[config.mk]
export PLATFORM = sky130hd
export DESIGN_NAME = shift_decoder
export DESIGN_NICKNAME = d
export VERILOG_FILES = /design/src/rtl/shift_decoder.sv
export SDC_FILE = /design/constraint.sdc
export NUM_CORES = 1
export LEC_CHECK = 0
export ABC_AREA = 1
export CAP_MARGIN = 20
export CORE_ASPECT_RATIO = 1.5
export CORE_MARGIN = 2
export CORE_UTILIZATION = 30
export CTS_CLUSTER_DIAMETER = 200
export DETAILED_ROUTE_END_ITERATION = 8
export GPL_ROUTABILITY_DRIVEN = 0
export PLACE_DENSITY_LB_ADDON = 0.15
export SKIP_LAST_GASP = 1
export SYNTH_ARGS = -nofsm -noshare
export SYNTH_HDL_FRONTEND = slang
export SYNTH_SLANG_ARGS = --single-unit
[constraint.sdc]
create_clock -name clk -period 1.95 [get_ports clk]
set_input_delay 0.585 -clock clk [delete_from_list [all_inputs] [get_ports clk]]
set_output_delay 0.585 -clock clk [all_outputs]
set_load 0.01 [all_outputs]
[src/rtl/shift_decoder.sv]
// shift_decoder -- receive-side checker for a WIDTH-bit Johnson (twisted-ring)
// shift counter. Each valid sample is decoded to a phase index (0..2*WIDTH-1).
// Illegal codes are flagged. The checker verifies that the sequence advances by
// one phase per sample and locks once LOCK_CNT consecutive in-sequence codes
// have been seen. While locked, any break in the sequence produces a one-cycle
// err pulse and bumps a saturating fault counter.
//
// Ports:
//   clk        in   rising-edge clock
//   reset      in   synchronous, active-high; overrides code_valid
//   code_in    in   [WIDTH-1:0] sampled counter value
//   code_valid in   code_in is a new sample this cycle
//   index      out  [IDX_W-1:0] phase of the last legal sample
//   legal      out  last sample was a legal Johnson code
//   locked     out  checker is in LOCKED
//   err        out  one-cycle pulse on a fault while LOCKED
//   err_count  out  [7:0] saturating fault counter
//
// Configuration macro: SHIFT_DECODER_HOLD_EN -- when defined, a sample that
// repeats the current phase (stalled counter) is accepted without effect in
// CONFIRM/LOCKED. When undefined, a repeat is out of sequence.
module shift_decoder #(
  parameter int WIDTH    = 8,
  parameter int IDX_W    = 4,
  parameter int LOCK_CNT = 3
) (
  input  logic             clk,
  input  logic             reset,
  input  logic [WIDTH-1:0] code_in,
  input  logic             code_valid,
  output logic [IDX_W-1:0] index,
  output logic             legal,
  output logic             locked,
  output logic             err,
  output logic [7:0]       err_count
);

  localparam int unsigned W_U   = WIDTH;
  localparam int unsigned SEQ_N = 2 * WIDTH;
  localparam int          RUN_W = (LOCK_CNT < 2) ? 1 : $clog2(LOCK_CNT + 1);

  typedef enum logic [1:0] {
    S_HUNT    = 2'd0,
    S_CONFIRM = 2'd1,
    S_LOCKED  = 2'd2
  } state_t;

  state_t             state_q, state_d;
  logic [IDX_W-1:0]   index_q, index_d;
  logic               legal_q, legal_d;
  logic               err_q, err_d;
  logic [7:0]         err_count_q, err_count_d;
  logic [RUN_W-1:0]   run_q, run_d;

  logic               dec_legal;
  logic [IDX_W-1:0]   dec_phase;
  logic [IDX_W-1:0]   exp_phase;
  logic               in_seq;
  logic               stall;
  logic [RUN_W-1:0]   run_inc;

  // Phase k <= WIDTH: k ones filled from the LSB.
  // Phase k >  WIDTH: (k-WIDTH) zeros at the bottom, ones above.
  function automatic logic [WIDTH-1:0] johnson_code(input int unsigned k);
    logic [WIDTH-1:0] ones;
    ones = '1;
    if (k <= W_U) return ones >> (W_U - k);
    else          return ~(ones >> (SEQ_N - k));
  endfunction

  always_comb begin
    dec_legal = 1'b0;
    dec_phase = '0;
    for (int unsigned k = 0; k < SEQ_N; k++) begin
      if (code_in == johnson_code(k)) begin
        dec_legal = 1'b1;
        dec_phase = IDX_W'(k);
      end
    end
  end

  assign exp_phase = (index_q == IDX_W'(SEQ_N - 1)) ? '0 : index_q + IDX_W'(1);
  assign in_seq    = dec_legal && (dec_phase == exp_phase);
  assign run_inc   = run_q + RUN_W'(1);

`ifdef SHIFT_DECODER_HOLD_EN
  assign stall = dec_legal && (dec_phase == index_q);
`else
  assign stall = 1'b0;
`endif

  always_comb begin
    state_d     = state_q;
    index_d     = index_q;
    legal_d     = legal_q;
    run_d       = run_q;
    err_d       = 1'b0;
    err_count_d = err_count_q;

    if (code_valid) begin
      legal_d = dec_legal;
      if (dec_legal) index_d = dec_phase;

      unique case (state_q)
        S_HUNT: begin
          if (dec_legal) begin
            run_d   = RUN_W'(1);
            state_d = (LOCK_CNT == 1) ? S_LOCKED : S_CONFIRM;
          end
        end

        S_CONFIRM: begin
          if (stall) begin
            // stalled counter: accepted, run not advanced
          end else if (in_seq) begin
            run_d = run_inc;
            if (run_inc >= RUN_W'(LOCK_CNT)) state_d = S_LOCKED;
          end else if (dec_legal) begin
            run_d = RUN_W'(1);
            if (LOCK_CNT == 1) state_d = S_LOCKED;
          end else begin
            state_d = S_HUNT;
          end
        end

        S_LOCKED: begin
          if (!(stall || in_seq)) begin
            err_d = 1'b1;
            if (err_count_q != 8'hFF) err_count_d = err_count_q + 8'd1;
            // the faulting sample itself seeds re-acquisition
            run_d   = RUN_W'(1);
            state_d = dec_legal ? S_CONFIRM : S_HUNT;
          end
        end

        default: state_d = S_HUNT;
      endcase
    end
  end

  always_ff @(posedge clk) begin
    if (reset) begin
      state_q     <= S_HUNT;
      index_q     <= '0;
      legal_q     <= 1'b0;
      err_q       <= 1'b0;
      err_count_q <= '0;
      run_q       <= '0;
    end else begin
      state_q     <= state_d;
      index_q     <= index_d;
      legal_q     <= legal_d;
      err_q       <= err_d;
      err_count_q <= err_count_d;
      run_q       <= run_d;
    end
  end

  assign index     = index_q;
  assign legal     = legal_q;
  assign locked    = (state_q == S_LOCKED);
  assign err       = err_q;
  assign err_count = err_count_q;

endmodule

# [Word level (Yosys, flattened, before mapping)]
# Index checks and enable logic that the tools add are counted.
[word_totals] reg_bits=18 inputBits=11 output_inout_bits=15 word_cells=90
[op_classes] n_lt_le_gt_ge=1 n_bitwise=3 eq_ne=24 reduce_logical=9 n_mux=44 add_sub_neg=3
[ops] op="8-bit equality test, second input constant" count=8
[ops] op="4-bit two-way mux" count=15
[ops] op="1-bit two-way mux" count=19
[ops] op="2-bit two-way mux" count=8
[ops] op="2-bit case mux with 3 select lines" count=2
[ops] op="8-bit by 1-bit adder with 8-bit output, second input constant" count=1
[ops] op="8-bit by 1-bit equality test with 1-bit output, second input constant" count=1
[ops] op="8-bit by 2-bit equality test with 1-bit output, second input constant" count=1
[ops] op="8-bit by 3-bit equality test with 1-bit output, second input constant" count=1
[ops] op="8-bit by 4-bit equality test with 1-bit output, second input constant" count=1
[ops] op="8-bit by 5-bit equality test with 1-bit output, second input constant" count=1
[ops] op="8-bit by 6-bit equality test with 1-bit output, second input constant" count=1
[ops] op="8-bit by 7-bit equality test with 1-bit output, second input constant" count=1
[ops] op="8-bit zero test" count=1
[ops] op="8-bit inequality test, second input constant" count=1
[ops] op="3-bit inequality test, second input constant" count=2
[ops] op="5-bit AND reduction" count=1
[ops] op="4-bit by 1-bit adder with 4-bit output, second input constant" count=1
[ops] op="4-bit equality test" count=1
[ops] op="4-bit equality test, second input constant" count=1
[ops] op="2-bit inequality test, second input constant" count=2
[ops] op="4-bit AND reduction" count=1
[ops] op="1-bit NOT" count=3
[ops] op="3-bit AND reduction" count=1
[ops] op="other kinds (9)" count=9

# [Longest topological paths before layout]
[logic_depth] depth_word=20 mapped_depth=17 ltp_nobuf=17

# [Worst setup path after synthesis]
# No wires, ideal clock.
[synth_path] path_kind="input to register" startpoint="in code_in[1]" endpoint="reg err_count_q[0], in the netlist err_count[0]" cell_stages=15 setup_time_ns=0.114 arrival_time_ns=1.929 n_path_buf=1 path_slack_ns=-0.093 cell_sequence="buf_6 -> nor2_4 -> nand2_4 -> nor2_2 -> nor2_4 -> nand3_4 -> nand2_2 -> nand2_2 -> nand2_2 -> nor2_4 -> nand2_4 -> nand3_4 -> nand2_1 -> nand2_1 -> nor2_1"
[synth_between] elab_chain_cells=20 elab_cells_between_ends=51
[synth_lines] item="start: declaration" line="29" text="input logic [WIDTH-1:0] code_in,"
[synth_lines] item="8-bit by 1-bit equality test with 1-bit output or 8-bit zero test (tied branches)" line="75" text="if (code_in == johnson_code(k)) begin"
[synth_lines] item="1-bit two-way mux" line="75"
[synth_lines] item="4-bit two-way mux or 1-bit two-way mux (tied branches) (14 in series)" line="75"
[synth_lines] item="4-bit equality test or 1-bit two-way mux (tied branches)" line="83, 75"
[synth_lines] item="1-bit logical AND *" line="83" text="assign in_seq = dec_legal && (dec_phase == exp_phase);"
[synth_lines] item="1-bit NOT (no source line) *"
[synth_lines] item="4-bit AND reduction (no source line) *"
[synth_lines] item="end signal: assignment" line="154" text="err_count_q <= err_count_d;"
[synth_lines] item="end: declaration" line="52" text="logic [7:0] err_count_q, err_count_d;"
# Every way passes the cells marked *; elsewhere a longest branch is shown, timed or not.
# A chain may end at the register's enable or synchronous reset.

# [Worst setup path after layout]
[layout_path] startpoint="in code_in[1]" endpoint="reg err_count_q[1], in the netlist err_count[1]"
# Same word-level chain as after synthesis.

==> flow_results.org <==
** Floorplanning
- The die covers about 6200 µm².
- The floorplan step set the die height to approximately 95 µm.
- For this design the top-level I/O count stands at 26.
- Initial core utilization :: roughly 31%
- After floorplanning, the core was sized to cover between 5000 and 6000 µm².
- Std cell rows :: 33
- Die W :: between 60 and 70 µm

** Power and ir drop
- Of the total power, the share spent switching nets is ~28%.
- Internal power comes to between 0.0006 and 0.0007 W.
- Of the total power, combinational logic draws around 24%.
- Peak VDD IR :: approximately 300 µV
- Static Leak :: ~1.1 nW
- The share of total power dissipated in the clock network is 34.2%.
- Power spread over the standard cell area amounts to around 360 nW/µm².
- In this run the power spent charging and discharging nets is approximately 0.00025 W.
- Of the total power, registers draw a little over two fifths.

** STA
- Min Tclk post-route :: around 2.1 ns
- Derived from the worst setup path, the maximum achievable clock frequency is just under 500 MHz.
- The final hold violation count was 0.
- Number of endpoints failing setup at the final stage :: 13
- Once routing completed, OpenROAD measured the worst setup slack at -0.104 ns.
- Worst max-slew margin expressed relative to the limit :: slightly below 80%
- Unrepaired setup endpoints after global routing :: yes
- At the pin with the least slew margin, the transition time is about 0.34 ns.
- Period Utilization, post-route :: 105%
- Post-Route Skew :: 0.00197 ns
- Slew Limit Fails :: 0

** Setup path
- End of the worst register-to-register path :: err_count[1]$_SDFFE_PP0P_
- The worst setup path is of the in2reg kind.
- Along the worst path, the maximum fanout reaches 6.
- In this run the worst setup path begins at code_in[1].
- The most critical setup path has its endpoint at err_count[1]$_SDFFE_PP0P_.
- Critical path data arrival time :: roughly 2.2 ns
- Worst-case register-to-register setup slack :: roughly 0.16 ns
- Worst Setup End Kind :: register
- STA puts the critical path data required time at 2.10 ns.
- Cell count of the worst reg-to-reg path :: 11
- Startpoint type of the worst setup path :: input pin
- Reg-to-reg startpoint :: index[0]$_SDFFE_PP0P_

** Final layout
- Fill cells in the final layout number between 500 and 600.
- Cells with a size suffix above 1 make up 37.4% of the layout.
- The library cell used most frequently in the layout, excluding fill and tap cells, is nand2_1.
- The sequential cells in the finished layout cover a total of about 360 µm².
- Compared with the post-synthesis result, the final layout area differs by 48.2%.
- Most frequent cells in the layout :: nand2_1, buf_4, inv_1
- Once layout is complete, the cells apart from fillers number about 390.
- Antenna diode instance count :: 0
- In the final layout, the multi-input gates occupy around 1300 µm².
- Final design utilization :: 45.8%
- In the final design database the tool counted 340 nets.

** Synthesis
- Synthesized netlist cell count :: around 250
- Yosys synthesis warning count :: 0
- Syn Nets :: between 200 and 300
- Sequential element share of the synthesized area :: around 22%
- Cell area after synthesis :: 1670 µm²
- Number of library cell types mapped by synthesis :: 32
- In this run, synthesis produced a sequential element count of 18.
- Summing the areas of all compound-gate instances in the mapped netlist gives a little over a tenth of the synthesized area.
- Most frequently used flop master after synthesis :: dfxtp_1
- Share of the synthesized netlist area taken by xor and xnor gates :: 4.19%
- Yosys mapped a number of flops with a built-in enable equal to 0.
- Post-synthesis average cell area :: 6.60 µm²
- Proportion of synthesized area in mux cells :: 0%
- After Yosys synthesis, full adders, half adders and majority gates account for 5.24% of the synthesized area.
- After Yosys synthesis, and, or, nand and nor cells account for between 40% and 50% of the synthesized area.
- Async S/R FF share, synth :: 0%
- After synthesis, the largest family of logic cells by area is simple AND/OR/NAND/NOR gates.

** Route
- Wirelength per Cell :: between 10 and 15 µm
- Routed wire length :: between 4000 and 5000 µm
- Number of nets with antenna violations after detailed routing :: 0
- Dividing the detail-routed via count by the number of cells gives between 4 and 5.
- For this run, design rule violations remaining after detail routing come to 0.
- Total via count after detailed routing :: ~1800
- Detailed-router iteration count before antenna repair :: 4
- The detailed router finished its first iteration with 54 violations.

** Global routing
- The via count of the first global-routing pass was 1924.
- Entering global routing, the biggest net connects 12 pins.
- In the global route stage, overall resource usage came out at 17.3%.
- The first global-routing pass estimated around 8400 µm of wire.
- Summed over all layers, the global routing overflow is 0.
- The number of antenna violations at the first check in global routing came to 0.

** Min path
- Class of the worst hold path :: reg2reg
- The startpoint identified for the worst hold timing path is legal$_SDFFE_PP0P_.
- Worst hold path stage count :: 2

** Run status
- The final reports fail on setup timing.
- The run finished, with violations left.

** CTS
- Clock tree synthesis selected as its root buffer the cell clkbuf_8.
- Number of sinks driven by the clock tree :: 18
- Worst-Skew Late Latency :: 0.25 ns
- The number of clock buffers added by TritonCTS is 3.
- Clock tree buffer depth :: 2
- H-Tree Depth :: 1
- CTS tree :: done
- After clock tree synthesis, the clock-pin slew on the worst setup and hold paths is approximately 0.070 ns.

** Job
- Max-cap violations in this run came to 0.

** Place
- In this run, placement finished with an instance count of between 300 and 400.
- Port buffering added 25 buffers.
- Post-DP HPWL :: between 3000 and 4000 µm
[logic make-up (layout without fill, tap and decap cells)]
family	count (synthesis)	count (layout)
simple gates	151	153
buf+inv	41	107
flops	18	18
fa+ha+maj	7	7
xor+xnor	8	8
compound gates	28	28
[per-layer routing]
layer | wire length (µm) | vias up | track usage (%)
li1 | - | 951 | -
met1 | 1760 | 847 | 15.0
met2 | 3040 | 21 | 39.6
met3 | 100 | 4 | 1.30
met4 | 43 | 0 | 4.43
met5 | 0 | - | 0
[sequential cells by signal, summed over array words and instances, names as in the netlist]
signal and count:
err_count 8, run_q 2, legal 1, err 1, index 4, state_q 2
[power by group through the flow]
stage | clock (W) | combinational [W] | sequential [W]
after global routing | 0.000334 | 0.000241 | 0.000376
after global placement | 0 | 0.000189 | 0.000384
after CTS | 0.000319 | 0.000211 | 0.000375
after detailed placement | 0 | 0.000188 | 0.000384
final | 0.000308 | 0.000218 | 0.000375
after floorplan | 0 | 0.0000972 | 0.000385
[worst max-delay path, stage by stage]
cell and delay, ns:
buf_8 0.10, buf_4 0.12, nand2_2 0.08, buf_4 0.10
nor2_1 0.04, nand2_1 0.07, nand3_2 0.10, nor2_4 0.13
nand2_1 0.05, nand2_1 0.09, nand3_2 0.11, nor2_4 0.20
nand2_4 0.12, buf_4 0.15, nand4_1 0.09, a21oi_2 0.07
[worst min path at each step]
stage                             to  slack [ns]
3_3_place_gp   run_q[1]$_SDFFE_PP0P_        0.46
2_1_floorplan  run_q[1]$_SDFFE_PP0P_        0.44
5_1_grt        run_q[1]$_SDFFE_PP0P_        0.48
4_1_cts           legal$_SDFFE_PP0P_        0.47
3_5_place_dp      legal$_SDFFE_PP0P_        0.46
6_report          legal$_SDFFE_PP0P_        0.47
[per-stage QoR]
stage               total power [W]  area (µm²)  hold slack, ns  setup TNS (ns)  setup slack, ns
finish                     0.000901        2480           0.469          -0.851           -0.104
global route               0.000951        2480           0.481           -3.02           -0.258
CTS                        0.000905        2410           0.475          -0.441          -0.0732
detailed placement         0.000572        2240           0.464          -12.79           -0.805
global placement           0.000573        2240           0.461          -12.83           -0.801
floorplan                  0.000482        1680           0.443        -0.00632         -0.00632
[synth_stat cells, types with 2 or more instances]
library cell | number | area [µm²]
nor2_2 | 3 | 18.8
o21ai_0 | 8 | 40.0
clkbuf_1 | 2 | 7.51
nand4_1 | 16 | 100
inv_1 | 34 | 128
xor2_1 | 4 | 35.0
a21oi_2 | 7 | 61.3
nor2_1 | 28 | 105
dfxtp_1 | 18 | 360
nor2_4 | 6 | 67.6
nand3_4 | 2 | 35.0
nand3b_1 | 2 | 15.0
nand3_2 | 4 | 40.0
nand2_2 | 13 | 81.3
nand2_1 | 60 | 225
xnor2_1 | 4 | 35.0
nand3_1 | 10 | 50.1
ha_1 | 7 | 87.6
nand2_4 | 2 | 22.5
nor3_1 | 2 | 10.0
inv_2 | 2 | 7.51
a21oi_1 | 9 | 45.0
[timing repair]
| item | 4_1_cts | 5_1_grt |
|---|---|---|
| gates resized for setup | 54 | 11 |
| gates cloned | 2 | 0 |
| setup endpoints to repair | 19 | 18 |
| hold buffers | 0 | 0 |
| setup buffers | 6 | 3 |
| pin swaps | 24 | 7 |
[layout make-up]
| type | count | share of cell area [%] |
|---|---|---|
| tap | 70 | 3.54 |
| sequential | 18 | 14.6 |
| clock buffer | 4 | 2.22 |
| timing repair buffer | 66 | 23.1 |
| multi-input combinational | 196 | 50.9 |
| inverter | 37 | 5.61 |
(Power assumes the default switching activity.)
